`src/rtl/irq_edge_conditioner.sv`:
```
// irq_edge_conditioner: per-line synchroniser, glitch filter and minimum-high stretcher.
// Optional feature macro: IRQ_COND_SYNC_EN (two-flop synchroniser on each irq_raw_in bit).
module irq_edge_conditioner #(
  parameter int N_IRQ         = 32,
  parameter int FILTER_CYCLES = 4,
  parameter int MIN_HIGH      = 2
) (
  input  logic             clk,
  input  logic             rst_n,
  input  logic [N_IRQ-1:0] irq_raw_in,
  input  logic [N_IRQ-1:0] irq_enable_in,
  output logic [N_IRQ-1:0] irq_cond_out,
  output logic [N_IRQ-1:0] irq_rise_pulse_out
);

  localparam logic [7:0] FILT_LAST = 8'(FILTER_CYCLES - 1);
  localparam logic [7:0] HIGH_MIN  = 8'(MIN_HIGH);

  // High-time counter step: counts while the output is high, saturating at the minimum.
  function automatic logic [7:0] hcnt_step(input logic level, input logic [7:0] cnt);
    if (!level) begin
      hcnt_step = 8'd0;
    end else if (cnt >= HIGH_MIN) begin
      hcnt_step = HIGH_MIN;
    end else begin
      hcnt_step = cnt + 8'd1;
    end
  endfunction

  logic [N_IRQ-1:0] sample_s;

`ifdef IRQ_COND_SYNC_EN
  logic [N_IRQ-1:0] sync1_r;
  logic [N_IRQ-1:0] sync2_r;

  // Two-flop synchroniser bringing asynchronous sources into the clk domain.
  always_ff @(posedge clk) begin
    if (!rst_n) begin
      sync1_r <= {N_IRQ{1'b0}};
      sync2_r <= {N_IRQ{1'b0}};
    end else begin
      sync1_r <= irq_raw_in;
      sync2_r <= sync1_r;
    end
  end

  assign sample_s = sync2_r;
`else
  assign sample_s = irq_raw_in;
`endif

  for (genvar i = 0; i < N_IRQ; i++) begin : g_line
    logic       o_r;
    logic       o_nxt_s;
    logic       pulse_r;
    logic       pulse_nxt_s;
    logic [7:0] fcnt_r;
    logic [7:0] fcnt_nxt_s;
    logic [7:0] hcnt_r;
    logic [7:0] hcnt_nxt_s;

    // Filter and stretch decision; the filter restarts whenever the output changes,
    // so a fall needs the same number of stable samples as a rise.
    always_comb begin
      o_nxt_s     = o_r;
      pulse_nxt_s = 1'b0;
      fcnt_nxt_s  = fcnt_r;
      hcnt_nxt_s  = hcnt_r;
      if (!irq_enable_in[i]) begin
        o_nxt_s    = 1'b0;
        fcnt_nxt_s = 8'd0;
        hcnt_nxt_s = 8'd0;
      end else if (sample_s[i] == o_r) begin
        fcnt_nxt_s = 8'd0;
        hcnt_nxt_s = hcnt_step(o_r, hcnt_r);
      end else if (fcnt_r < FILT_LAST) begin
        fcnt_nxt_s = fcnt_r + 8'd1;
        hcnt_nxt_s = hcnt_step(o_r, hcnt_r);
      end else if (!o_r) begin
        o_nxt_s     = 1'b1;
        pulse_nxt_s = 1'b1;
        fcnt_nxt_s  = 8'd0;
        hcnt_nxt_s  = 8'd1;
      end else if (hcnt_r >= HIGH_MIN) begin
        o_nxt_s    = 1'b0;
        fcnt_nxt_s = 8'd0;
        hcnt_nxt_s = 8'd0;
      end else begin
        // Qualified fall held off until the minimum high time has elapsed.
        fcnt_nxt_s = fcnt_r;
        hcnt_nxt_s = hcnt_step(o_r, hcnt_r);
      end
    end

    // Per-line state and registered outputs.
    always_ff @(posedge clk) begin
      if (!rst_n) begin
        o_r     <= 1'b0;
        pulse_r <= 1'b0;
        fcnt_r  <= 8'd0;
        hcnt_r  <= 8'd0;
      end else begin
        o_r     <= o_nxt_s;
        pulse_r <= pulse_nxt_s;
        fcnt_r  <= fcnt_nxt_s;
        hcnt_r  <= hcnt_nxt_s;
      end
    end

    assign irq_cond_out[i]       = o_r;
    assign irq_rise_pulse_out[i] = pulse_r;
  end

endmodule

```
`config.mk`:
```
export PLATFORM = sky130hd
export DESIGN_NAME = irq_edge_conditioner
export DESIGN_NICKNAME = d
export VERILOG_FILES = /design/src/rtl/irq_edge_conditioner.sv
export SDC_FILE = /design/constraint.sdc
export NUM_CORES = 1
export LEC_CHECK = 0
export BUFFER_PORTS_ARGS = -buffer_cell sky130_fd_sc_hd__buf_4
export CELL_PAD_IN_SITES_DETAIL_PLACEMENT = 0
export CELL_PAD_IN_SITES_GLOBAL_PLACEMENT = 1
export CORE_MARGIN = 5
export CORE_UTILIZATION = 47
export CTS_CLUSTER_DIAMETER = 200
export CTS_CLUSTER_SIZE = 28
export DETAILED_ROUTE_END_ITERATION = 16
export PLACE_DENSITY = 0.76
export SYNTH_ARGS = -nofsm -noshare
export SYNTH_HDL_FRONTEND = slang
export SYNTH_SLANG_ARGS = --single-unit
```
`constraint.sdc`:
```
create_clock -name clk -period 2.3 [get_ports clk]
set_input_delay 0 -clock clk [delete_from_list [all_inputs] [get_ports clk]]
set_output_delay 0 -clock clk [all_outputs]
set_load 0.005 [all_outputs]
```
### Word level (Yosys, flattened, before mapping)

Cells that the tools add are included.

| storage, ports and cells | value |
|---|---|
| register bits after elaboration | 576 |
| word-level logic and storage cells | 929 |

| cells by class | value |
|---|---|
| add/subtract/negate cells | 64 |
| magnitude comparators | 64 |
| equality and inequality tests | 64 |
| multiplexer cells | 384 |
| bitwise operators | 97 |
| reduce and logical (&&, ||, !) cells | 128 |

Operators by type and width:

| operator | count |
|---|---|
| $mux 8 | 288 |
| $add 8x1->8 const B | 64 |
| $ge 8x2->1 const B | 32 |
| $lt 8x2->1 const B | 32 |
| $reduce_and 2->1 | 64 |
| $reduce_or 4->1 | 32 |
| $not 1->1 | 97 |
| $mux 1 | 96 |
| $ne 3x1->1 const B | 32 |
| $reduce_or 3->1 | 32 |
| $eq 1x1->1 | 32 |

### Depth between registers and ports, before layout

Gate-level depths: netlist of the first run.

| depth | value |
|---|---|
| word-level depth | 5 |
| depth in mapped cells | 6 |
| depth with buffers taken out | 6 |

### Least setup slack after synthesis of the first run

OpenSTA, ideal clock, no wires.

| timing | value |
|---|---|
| kind | reg2reg |
| from | register g_line[2].hcnt_r[0] |
| to | register g_line[2].hcnt_r[0] |
| setup time | 0.087 ns |
| arrival | 1.852 ns |
| required time | 2.213 ns |
| slack | 0.361 ns |
| stages on the path, launching flop included | 7 |
| path buffers | 0 |
| period minus slack after synthesis | 1.939 ns |
| cells stage by stage | dfxtp_1 inv_1 ha_1 or4_1 or2_0 or4b_1 o31ai_1 |

| on the way | value |
|---|---|
| longest elaborated chain between the ends | 5 |
| elaborated cells between the ends (all ways) | 8 |
| classes of those cells | add/sub: 1; order compare: 1; mux: 6 |

Ends and longest elaborated chain:

| item | RTL line | source |
|---|---|---|
| start: declaration | 59 | `logic [7:0] hcnt_r;` |
| start signal: assignment | 106 | `hcnt_r <= hcnt_nxt_s;` |
| $add 8x1->8 / $ge 8x2->1 (equally long branches) | 26, 23, 84 |  |
| $mux 8 (on tied branches) | 84, 23 |  |
| $mux 8 (on tied branches) | 79, 21 |  |
| $mux 8 | 76 | `end else if (fcnt_r < FILT_LAST) begin` |
| $mux 8 * | 73 | `end else if (sample_s[i] == o_r) begin` |

Mark *: on every way between the ends. The rest lies on a longest branch, timed or not.
A chain may end at the register's enable or synchronous reset.

### Worst setup path after layout of the first run

| timing | value |
|---|---|
| from | register g_line[27].fcnt_r[0] |
| to | register g_line[27].o_r |

| on the way | value |
|---|---|
| longest elaborated chain between the ends | 3 |

Ends and longest elaborated chain:

| item | RTL line | source |
|---|---|---|
| start: declaration | 57 | `logic [7:0] fcnt_r;` |
| start signal: assignment | 105 | `fcnt_r <= fcnt_nxt_s;` |
| $lt 8x2->1 | 76 |  |
| $not 1->1 (no source line) | -- |  |
| $reduce_and 2->1 (no source line) | -- |  |
| end signal: assignment | 103 | `o_r <= o_nxt_s;` |
| end: declaration | 53 | `logic o_r;` |

No other way between the ends.

==> run metrics, run 1 <==
status finished clean; DRT Wirelength 33.4 mm; placed cell area 21900 um2; register area share after synthesis 0.571; Worst Path Required 2.76 ns; CTS Sinks 576; Ys Warns 0; Hold/Removal Path Class primary input to flip-flop; Final nets 2438; Worst Tran Pin Value 0.646 ns; grt total ovfl 0; layout cells sized above 1 0.0839; Peak VDD IR 516 uV; reg2reg setup slack 0.04 ns; largest net degree at the start of global routing 29; Crit Path Class flip-flop to flip-flop; H-Tree Depth 1; post-synth cell types 42; reg2reg start g_line[27].fcnt_r[0]; Clock Pin Slew Worst Setup and Hold Paths 0.10 ns; Worst setup EP type flip-flop; R2R Path End g_line[27].o_r; root buffer cell clkbuf_16; Die H 217 um; ANT nets after route 0; Worst Hold Path EP g_line[8].fcnt_r[7]; antenna violations before repair 1; power density cells 662 nW/um2; Global Route Usage Sum 0.141; area leader, netlist dfxtp_1; Final Max Tran Viols 0; CTS tree built; drt wl/cell 11.8 um; DIE AREA 47200 um2; setup total negative slack 0 ns; fillers 3847; Max FO, Critical Path 3; IO Pins 130; Clock Path Buffers 3; # Max-Cap Violations 0; Achievable Freq 0.443 GHz; I/O Buffers 129; largest cells by area after synthesis dfxtp_1, and2_1, ha_1; first-pass GRT wire length 58.8 mm; period utilization 0.981; post-layout minimum cycle time 2.26 ns; WHS 0.222 ns; critical path arrival 2.71 ns; Post-Syn Area 20200 um2; Mapped Cells 1965; DR pass1 iterations 4; Util after Layout 0.549; Worst-Skew Late Latency 0.56 ns; Synth top area share 0.571; GP Congestion 0.765; Worst Skew 0.0127 ns; Hold Path Depth 3; final hold vios 0; LEAKAGE 0.00939 uW; slew margin rel. 0.565; Horiz. Die Dim 217 um; Inserted Clock Buffers 24; FF-to-FF path depth 6; Power, Total 15500 uW; flops & latches, synth 576; row cnt 76; Post-Syn Area per Cell 10.3 um2; initial core utilization 0.472; post-DP HPWL 23.9 mm; vias per std cell 4.79; initial DRC count 558; drc violations 0; vias in the first global route 13.2k; Via Count 13.5k; fin area 23500 um2; Area Growth Syn to Fin 16.2%; beginning of the worst hold path irq_raw_in[8]; Core ar. 42800 um2; ant diodes 0; Setup crit start kind flip-flop; Setup-failing EPs final 0
## area by class of cell
cell class	count	area, um2	share of cell area
clock buffer	25	626	0.0266
sequential	576	11500	0.491
clock inverter	1	16.3	0.000693
tap	546	683	0.0291
timing repair buffer	229	1940	0.0826
inverter	35	131	0.00560
multi-input combinational	1410	8550	0.364
## power by group
group / total [uW] / internal [uW] / switching (uW)
Clock: 4830 / 1960 / 2860
Sequential: 10200 / 10100 / 50.7
Combinational: 519 / 249 / 270
Total: 15500 / 12400 / 3180
## cells in the mapped netlist (all sizes together)
cell and count:
nor2 98, buf 70, conb 1, a21oi 41
o21ai 33, nor4 70, clkbuf 33, ha 96
a2111oi 2, nand2b 5, xnor2 59, inv 35
or4 59, and4 22, nor3b 21, or3 5
nor3 130, a32o 2, and2 202, nand3 44
nand4 39, o31ai 25, o32ai 7, nor2b 1
or4b 2, xor2 4, a21boi 24, o22ai 6
a22o 1, or2 2, nand2 194, nor4b 4
a211oi 30, o21a 22, dfxtp 576
## registers in the layout, indices dropped and copies added (netlist names)
| signal | count |
|---|---|
| g_line.hcnt_r | 256 |
| g_line.o_r | 32 |
| g_line.pulse_r | 32 |
| g_line.fcnt_r | 256 |
## critical path, cell delays in order (launching register included)
cell,delay [ns]
dfxtp_2,0.34
ha_1,0.19
or4_4,0.42
or4_4,0.51
nand2_2,0.09
a21oi_1,0.06
dlygate4sd3_1,0.54
## kinds of logic (layout without fill, tap and decap cells)
family / Yosys count / count (layout) / synth area share
buf+inv: 138 / 290 / 0.0382
other cells: 1 / 160 / 0.000186
simple gates: 898 / 898 / 0.241
fa+ha+maj: 96 / 96 / 0.0595
xor+xnor: 63 / 63 / 0.0273
flops: 576 / 576 / 0.571
compound gates: 193 / 193 / 0.0630
## worst max path at each step
stage                              start                   end  cells after the start
floorplan            g_line[2].hcnt_r[0]   g_line[2].hcnt_r[0]                      6
global placement     g_line[2].hcnt_r[0]   g_line[2].hcnt_r[0]                      6
detailed placement   g_line[2].hcnt_r[0]   g_line[2].hcnt_r[0]                      6
CTS                 g_line[10].fcnt_r[0]    g_line[10].pulse_r                      6
global route        g_line[12].hcnt_r[0]  g_line[12].hcnt_r[1]                      7
finish              g_line[27].fcnt_r[0]        g_line[27].o_r                      6
## metrics by stage
step                setup slack [ns]  instances
CTS                           0.0210       2819
global route                 -0.0156       2822
global placement               0.290       2709
finish                        0.0443       2822
detailed placement             0.269       2709
floorplan                      0.361       2124
## cell usage in the layout (no fill, tap or decap), drive strengths merged, types with 2 or more instances in the layout
master,instances
dfxtp,576
and2,202
nand2,194
conb,160
buf,146
nor3,130
nor2,98
ha,96
dlygate4sd3,83
nor4,70
xnor2,59
or4,59
nand3,44
a21oi,41
nand4,39
inv,35
o21ai,33
a211oi,30
o31ai,25
clkbuf,25
a21boi,24
and4,22
o21a,22
nor3b,21
o32ai,7
o22ai,6
or3,5
nand2b,5
nor4b,4
xor2,4
a2111oi,2
a32o,2
or2,2
or4b,2
## repair_timing
| item | in CTS | in global routing |
|---|---|---|
| resized for setup | 0 | 16 |
| hold buffers | 84 | 0 |
| setup endpoints to repair | 0 | 6 |
| endpoints found under the hold margin | 416 | 0 |
| buffers inserted | 0 | 4 |
## layer usage
metal / vias up / routed length (um) / GRT usage
met5: - / 13 / 0
met4: 2 / 677 / 0.0308
met3: 37 / 1060 / 0.0246
met2: 116 / 15500 / 0.245
met1: 6115 / 16100 / 0.187
li1: 7254 / - / -
Power figures use the tool's default switching activity.
==> run 2, diff against run 1 <==
- BUFFER_PORTS_ARGS: -buffer_cell sky130_fd_sc_hd__buf_4 -> -buffer_cell sky130_fd_sc_hd__buf_2
==> run metrics, run 2 (synthesis gave the netlist of run 1 again) <==
post-DP HPWL 24.0 mm (was 23.9 mm); vias per std cell 4.81 (was 4.79); DRT Wirelength 33.4 mm (about the same); period utilization 0.972 (was 0.981); grt met3 use 0.0228 (was 0.0246); fillers 3916 (was 3847); FF-to-FF path depth 6 (unchanged); CTS Sinks 576 (unchanged); placed cell area 21600 um2 (was 21900 um2); initial DRC count 458 (was 558); Max FO, Critical Path 5 (was 3); met1 Track Usage GR 0.184 (was 0.187); # Max-Cap Violations 0 (unchanged); final hold vios 0 (unchanged); beginning of the worst hold path irq_raw_in[8] (unchanged); Largest regs g_line.fcnt_r: 256 flops, g_line.hcnt_r: 256 flops (unchanged); Clock Path Buffers 3 (unchanged); Area Growth Syn to Fin 14.0% (was 16.2%); Top cell by count, worst path or4_4 (unchanged); Final Max Tran Viols 0 (unchanged); layout cells sized above 1 0.0786 (was 0.0839); initial core utilization 0.472 (unchanged); row cnt 76 (unchanged); grt total ovfl 0 (unchanged); met2 Usage GRT 0.244 (was 0.245); drt wl/cell 11.9 um (was 11.8 um); post-layout minimum cycle time 2.24 ns (was 2.26 ns); Inserted Clock Buffers 24 (unchanged); Setup-failing EPs final 0 (unchanged); Util after Layout 0.538 (was 0.549); Worst Skew 0.0166 ns (was 0.0127 ns); Largest stage delay, worst path 0.55 ns (was 0.54 ns); status finished clean (unchanged); LEAKAGE 0.00927 uW (was 0.00939 uW); IO Pins 130 (unchanged); busiest grt layer met2 (unchanged); Core ar. 42800 um2 (unchanged); CP delay by family, top simple AND/OR/NAND/NOR gates (unchanged); DR pass1 iterations 6 (was 4); worst path bufs/invs 1 (unchanged); reg2reg setup slack 0.06 ns (was 0.04 ns); postcts setup bufs 0 (unchanged); commonest non-fill, non-tap cell in the layout dfxtp_1 (unchanged); DIE AREA 47200 um2 (unchanged); largest net degree at the start of global routing 29 (unchanged); ANT nets after route 0 (unchanged); critical path arrival 2.69 ns (was 2.71 ns); Hold Path Depth 3 (unchanged); antenna violations before repair 2 (was 1); Achievable Freq 0.447 GHz (was 0.443 GHz); Crit Path Class flip-flop to flip-flop (unchanged); Horiz. Die Dim 217 um (unchanged); Setup crit start kind flip-flop (unchanged); reg2reg start g_line[2].fcnt_r[0] (was g_line[27].fcnt_r[0]); Global Route Usage Sum 0.140 (was 0.141); Die H 217 um (unchanged); Worst Hold Path EP g_line[8].fcnt_r[3] (was g_line[8].fcnt_r[7]); Worst setup EP type flip-flop (unchanged); drc violations 0 (unchanged); Peak VDD IR 518 uV (was 516 uV); Slowest-stage cell, CP dlygate4sd3_1 (unchanged); CTS tree built (unchanged); vias in the first global route 13.2k (about the same); power density cells 674 nW/um2 (was 662 nW/um2); fin area 23000 um2 (was 23500 um2); CP Cell Sequence ha_1 > or4_4 > or4_4 > nand2_2 > nor3_1 > dlygate4sd3_1 (was ha_1 > or4_4 > or4_4 > nand2_2 > a21oi_1 > dlygate4sd3_1); I/O Buffers 129 (unchanged); Clock Pin Slew Worst Setup and Hold Paths 0.10 ns (about the same); root buffer cell clkbuf_16 (unchanged); slew margin rel. 0.538 (was 0.565); Worst Path Required 2.76 ns (about the same); first-pass GRT wire length 58.5 mm (was 58.8 mm); Final nets 2426 (was 2438); GP Congestion 0.762 (was 0.765); Hold/Removal Path Class primary input to flip-flop (unchanged); Worst Tran Pin Value 0.687 ns (was 0.646 ns); H-Tree Depth 1 (unchanged); R2R Path End g_line[2].pulse_r (was g_line[27].o_r); commonest non-fill, non-tap cells in the layout dfxtp_1, and2_1, nand2_1 (unchanged); Via Count 13.5k (about the same); Worst-Skew Late Latency 0.57 ns (was 0.56 ns)
==> run 2: changes by cell type in the layout (fill, tap and decap cells not counted), moves of 2 or more <==
cell,change
dlygate4sd3_1,-6
dfxtp_1,+2
buf_4,-134
buf_2,+128
dfxtp_2,-2
or4_1,+3
or4_4,-3
==> run 2: stage by stage <==
stage / TNS [ns] / std cells / setup slack [ns] / power, uW / hold slack [ns]
4_1_cts: 0 / 2810 / 0.0260 / 15800 / 0.229
6_report: 0 / 2811 / 0.0649 / 15500 / 0.267
3_5_place_dp: 0 / 2707 / 0.233 / 10800 / 0.290
5_1_grt: -0.0105 / 2811 / -0.0105 / 16200 / 0.260
3_3_place_gp: 0 / 2707 / 0.296 / 10800 / 0.287
2_1_floorplan: 0 / 2124 / 0.361 / 10600 / 0.164
==> run 2: final cells by class <==
type	instances	area (um2)	area share
sequential	576	11500	0.501
multi-input combinational	1410	8530	0.370
timing repair buffer	217	1510	0.0657
tap	546	683	0.0297
clock buffer	25	626	0.0272
inverter	35	131	0.00570
clock inverter	1	16.3	0.000706
antenna	1	2.50	0.000109
==> run 2: worst max path at each step <==
stage,start,endpoint,cells past startpoint
2_1_floorplan,g_line[2].hcnt_r[0],g_line[2].hcnt_r[0],6
3_3_place_gp,g_line[2].hcnt_r[0],g_line[2].hcnt_r[0],6
3_5_place_dp,g_line[2].hcnt_r[0],g_line[2].hcnt_r[0],6
4_1_cts,g_line[15].hcnt_r[0],g_line[15].hcnt_r[1],7
5_1_grt,g_line[15].hcnt_r[0],g_line[15].hcnt_r[1],7
6_report,g_line[2].fcnt_r[0],g_line[2].pulse_r,6
==> run 2: report_power, final <==
group          internal (uW)  switching (uW)
Combinational            217             265
Clock                   1970            2870
Sequential             10100            50.7
==> run 2: timing repair <==
item | 4_1_cts | 5_1_grt
hold buffers | 77 | 0
gates resized for setup | 0 | 8
endpoints found under the hold margin | 416 | 0
setup endpoints to repair | 0 | 5
==> run 2: routing by layer <==
layer	wire length [um]	vias to the layer above
li1	-	7216
met1	16300	6132
met2	15400	119
met3	1150	43
met4	583	2
met5	10	-
==> run 2: tightest hold or removal path: cells and delay by family <==
family / cells / cell delay (ns)
buffers and inverters: 2 / 0.71
AND/OR/NAND/NOR: 1 / 0.07
==> run 3, diff against run 2 <==
- ABC_AREA: unset -> 1
- CORE_UTILIZATION: 47 -> 46
- PLACE_DENSITY: 0.76 -> 0.78
==> run metrics, run 3 <==
status finished clean (unchanged); row cnt 80 (was 76); largest cells by area after synthesis dfxtp_1, nand2_1, inv_1 (was dfxtp_1, and2_1, ha_1); vias in the first global route 16.1k (was 13.2k); number of synthesized flops with an enable pin 0 (unchanged); Area Growth Syn to Fin 13.2% (was 14.0%); Max FO, Critical Path 5 (unchanged); postcts setup bufs 0 (unchanged); DRT Wirelength 39.0 mm (was 33.4 mm); CP delay by family, top buffers and inverters (was simple AND/OR/NAND/NOR gates); power density cells 617 nW/um2 (was 674 nW/um2); I/O Buffers 129 (unchanged); Slowest-stage cell, CP dlygate4sd3_1 (unchanged); CTS Sinks 576 (unchanged); Hold/Removal Path Class primary input to flip-flop (unchanged); root buffer cell clkbuf_16 (unchanged); Synth top area share 0.515 (was 0.571); Die H 231 um (was 217 um); Largest regs g_line.fcnt_r: 256 flops, g_line.hcnt_r: 256 flops (unchanged); Worst-Skew Late Latency 0.56 ns (was 0.57 ns); # Max-Cap Violations 0 (unchanged); slew margin rel. 0.660 (was 0.538); Final WS setup 0.0701 ns (was 0.0649 ns); DIE AREA 53100 um2 (was 47200 um2); Util after Layout 0.528 (was 0.538); Hold Path Depth 4 (was 3); count leader, synth dfxtp_1 (unchanged); FF-to-FF path depth 9 (was 6); Compound-Gate Fraction of Synth Area 0.0681 (was 0.0630); Worst Tran Pin Value 0.508 ns (was 0.687 ns); Clock Pin Slew Worst Setup and Hold Paths 0.10 ns (about the same); initial DRC count 719 (was 458); Inserted Clock Buffers 24 (unchanged); drt wl/cell 10.5 um (was 11.9 um); post-layout minimum cycle time 2.23 ns (was 2.24 ns); R2R Path End g_line[29].o_r (was g_line[2].pulse_r); Ys Warns 0 (unchanged); flops & latches, synth 576 (unchanged); Achievable Freq 0.448 GHz (was 0.447 GHz); Core ar. 47900 um2 (was 42800 um2); Largest stage delay, worst path 0.56 ns (was 0.55 ns); Setup-failing EPs final 0 (unchanged); Worst Hold Path EP g_line[28].hcnt_r[2] (was g_line[8].fcnt_r[3]); layout cells sized above 1 0.0760 (was 0.0786); Global Route Usage Sum 0.145 (was 0.140); mux share of post-synthesis cell area 0 (unchanged); Post-Syn Area 22400 um2 (was 20200 um2); post-synth cell types 34 (was 42); Final Max Tran Viols 0 (unchanged); Post-Syn Area per Cell 8.08 um2 (was 10.3 um2); period utilization 0.970 (was 0.972); reg2reg start g_line[29].fcnt_r[0] (was g_line[2].fcnt_r[0]); reg2reg setup slack 0.07 ns (was 0.06 ns); Worst setup EP type flip-flop (unchanged); asr flop ratio synth 0 (unchanged); GP Congestion 0.819 (was 0.762); initial core utilization 0.467 (was 0.472); placed cell area 23800 um2 (was 21600 um2); antenna violations before repair 3 (was 2); post-DP HPWL 28.6 mm (was 24.0 mm); LEAKAGE 0.0113 uW (was 0.00927 uW); Via Count 16.9k (was 13.5k); DR pass1 iterations 5 (was 6); fin area 25300 um2 (was 23000 um2); area leader, netlist dfxtp_1 (unchanged); Worst Path Required 2.76 ns (about the same); vias per std cell 4.57 (was 4.81); Horiz. Die Dim 231 um (was 217 um); commonest non-fill, non-tap cell in the layout dfxtp_1 (unchanged); worst path bufs/invs 3 (was 1); Mapped Cells 2770 (was 1965); commonest non-fill, non-tap cells in the layout dfxtp_1, nand2_1, inv_1 (was dfxtp_1, and2_1, nand2_1); Post-synth top cells dfxtp_1, nand2_1, inv_1 (was dfxtp_1, and2_1, nand2_1); prevailing post-synth register cell dfxtp_1 (unchanged); CP Cell Sequence ha_1 > nor2_2 > nand2_2 > nand2_1 > a21oi_1 > dlygate4sd3_1 > nand2_1 > dlygate4sd3_1 > inv_1 (was ha_1 > or4_4 > or4_4 > nand2_2 > nor3_1 > dlygate4sd3_1); Synth Area in Simple Gates 0.239 (was 0.241); grt total ovfl 0 (unchanged); first-pass GRT wire length 69.1 mm (was 58.5 mm); post-synthesis adder-cell area fraction 0.0537 (was 0.0595); Worst Skew 0.0141 ns (was 0.0166 ns); Final nets 3253 (was 2426); register area share after synthesis 0.515 (was 0.571); xor/xnor share of the synthesized area 0.0257 (was 0.0273); CTS tree built (unchanged); IO Pins 130 (unchanged); Peak VDD IR 389 uV (was 518 uV); worst slack at placement 0.724 ns (was 0.233 ns); final hold vios 0 (unchanged); beginning of the worst hold path irq_enable_in[28] (was irq_raw_in[8]); Crit Path Class flip-flop to flip-flop (unchanged); drc violations 0 (unchanged); ANT nets after route 0 (unchanged); Setup crit start kind flip-flop (unchanged); Clock Path Buffers 3 (unchanged); largest net degree at the start of global routing 29 (unchanged); largest family of logic cells by synthesized area simple AND/OR/NAND/NOR gates (unchanged); critical path arrival 2.69 ns (about the same); H-Tree Depth 1 (unchanged)
## run 3: cell count changes in the layout (fill, tap and decap cells not counted), sizes merged, moves of 25 or more
cell    change
a21oi      +97
nor4       -70
a211oi     -30
inv       +382
nand2     +343
a31oi      +32
nor2      +279
nand3      +88
and2      -197
o31ai      -25
o21ai      +84
or4        -59
## run 3: cell families (layout without fill, tap and decap cells)
group                    count (synthesis)  in the layout
buffers and inverters                  502            664
other                                    1            161
flip-flops                             576            576
XOR/XNOR                                63             63
AND/OR/NAND/NOR                       1238           1238
adder cells (fa/ha/maj)                 96             96
AO/OA/AOI/OAI                          294            294
## run 3: tightest hold or removal path, cell delays in order
cell and delay [ns]:
dlygate4sd3_1 0.53, buf_2 0.12, nand2_1 0.10, nor3_1 0.06
## run 3: metal layers
| metal | share of wire | up-vias | track usage |
|---|---|---|---|
| li1 | - | 9147 | - |
| met4 | 0.020 | 4 | 0.0346 |
| met1 | 0.48 | 7576 | 0.187 |
| met2 | 0.47 | 166 | 0.259 |
| met5 | 0.00036 | - | 0 |
| met3 | 0.031 | 49 | 0.0192 |
## run 3: how the worst max path moves through the flow
| stage | end | cells after the start | start |
|---|---|---|---|
| after floorplan | g_line[27].hcnt_r[0] | 9 | g_line[27].hcnt_r[0] |
| after CTS | g_line[29].o_r | 7 | g_line[29].o_r |
| final | g_line[29].o_r | 9 | g_line[29].fcnt_r[0] |
| after global routing | g_line[29].o_r | 9 | g_line[29].fcnt_r[0] |
| after detailed placement | g_line[28].fcnt_r[0] | 9 | g_line[28].hcnt_r[0] |
| after global placement | g_line[23].fcnt_r[7] | 9 | g_line[23].hcnt_r[0] |
## run 3: layout make-up
| type | count | area [um2] |
|---|---|---|
| Inverter | 417 | 1570 |
| Antenna cell | 1 | 2.50 |
| Tap cell | 615 | 769 |
| Clock buffer | 25 | 626 |
| Fill cell | 4630 | 22600 |
| Multi-Input combinational cell | 1851 | 9240 |
| Timing Repair Buffer | 221 | 1570 |
| Clock inverter | 1 | 16.3 |
| Sequential cell | 576 | 11500 |
## run 3: stage by stage
| step | total power (uW) | std cells | hold slack (ns) | setup TNS (ns) |
|---|---|---|---|---|
| detailed placement | 10900 | 3592 | 0.301 | 0 |
| global placement | 10900 | 3592 | 0.305 | 0 |
| CTS | 15900 | 3706 | 0.230 | 0 |
| finish | 15600 | 3707 | 0.277 | 0 |
| global route | 16400 | 3707 | 0.259 | -0.0136 |
| floorplan | 10700 | 2929 | 0.157 | 0 |
## run 3: power breakdown
part           internal [uW]  switching [uW]  leakage [uW]
combinational            234             313       0.00630
sequential             10100            62.4       0.00470
clock                   1970            2890      0.000315
## run 3: timing repair
| item | CTS | global route |
|---|---|---|
| endpoints found under the setup margin | 0 | 1 |
| hold endpoints to repair | 412 | 0 |
| hold buffers | 88 | 0 |
| gates resized for setup | 0 | 4 |
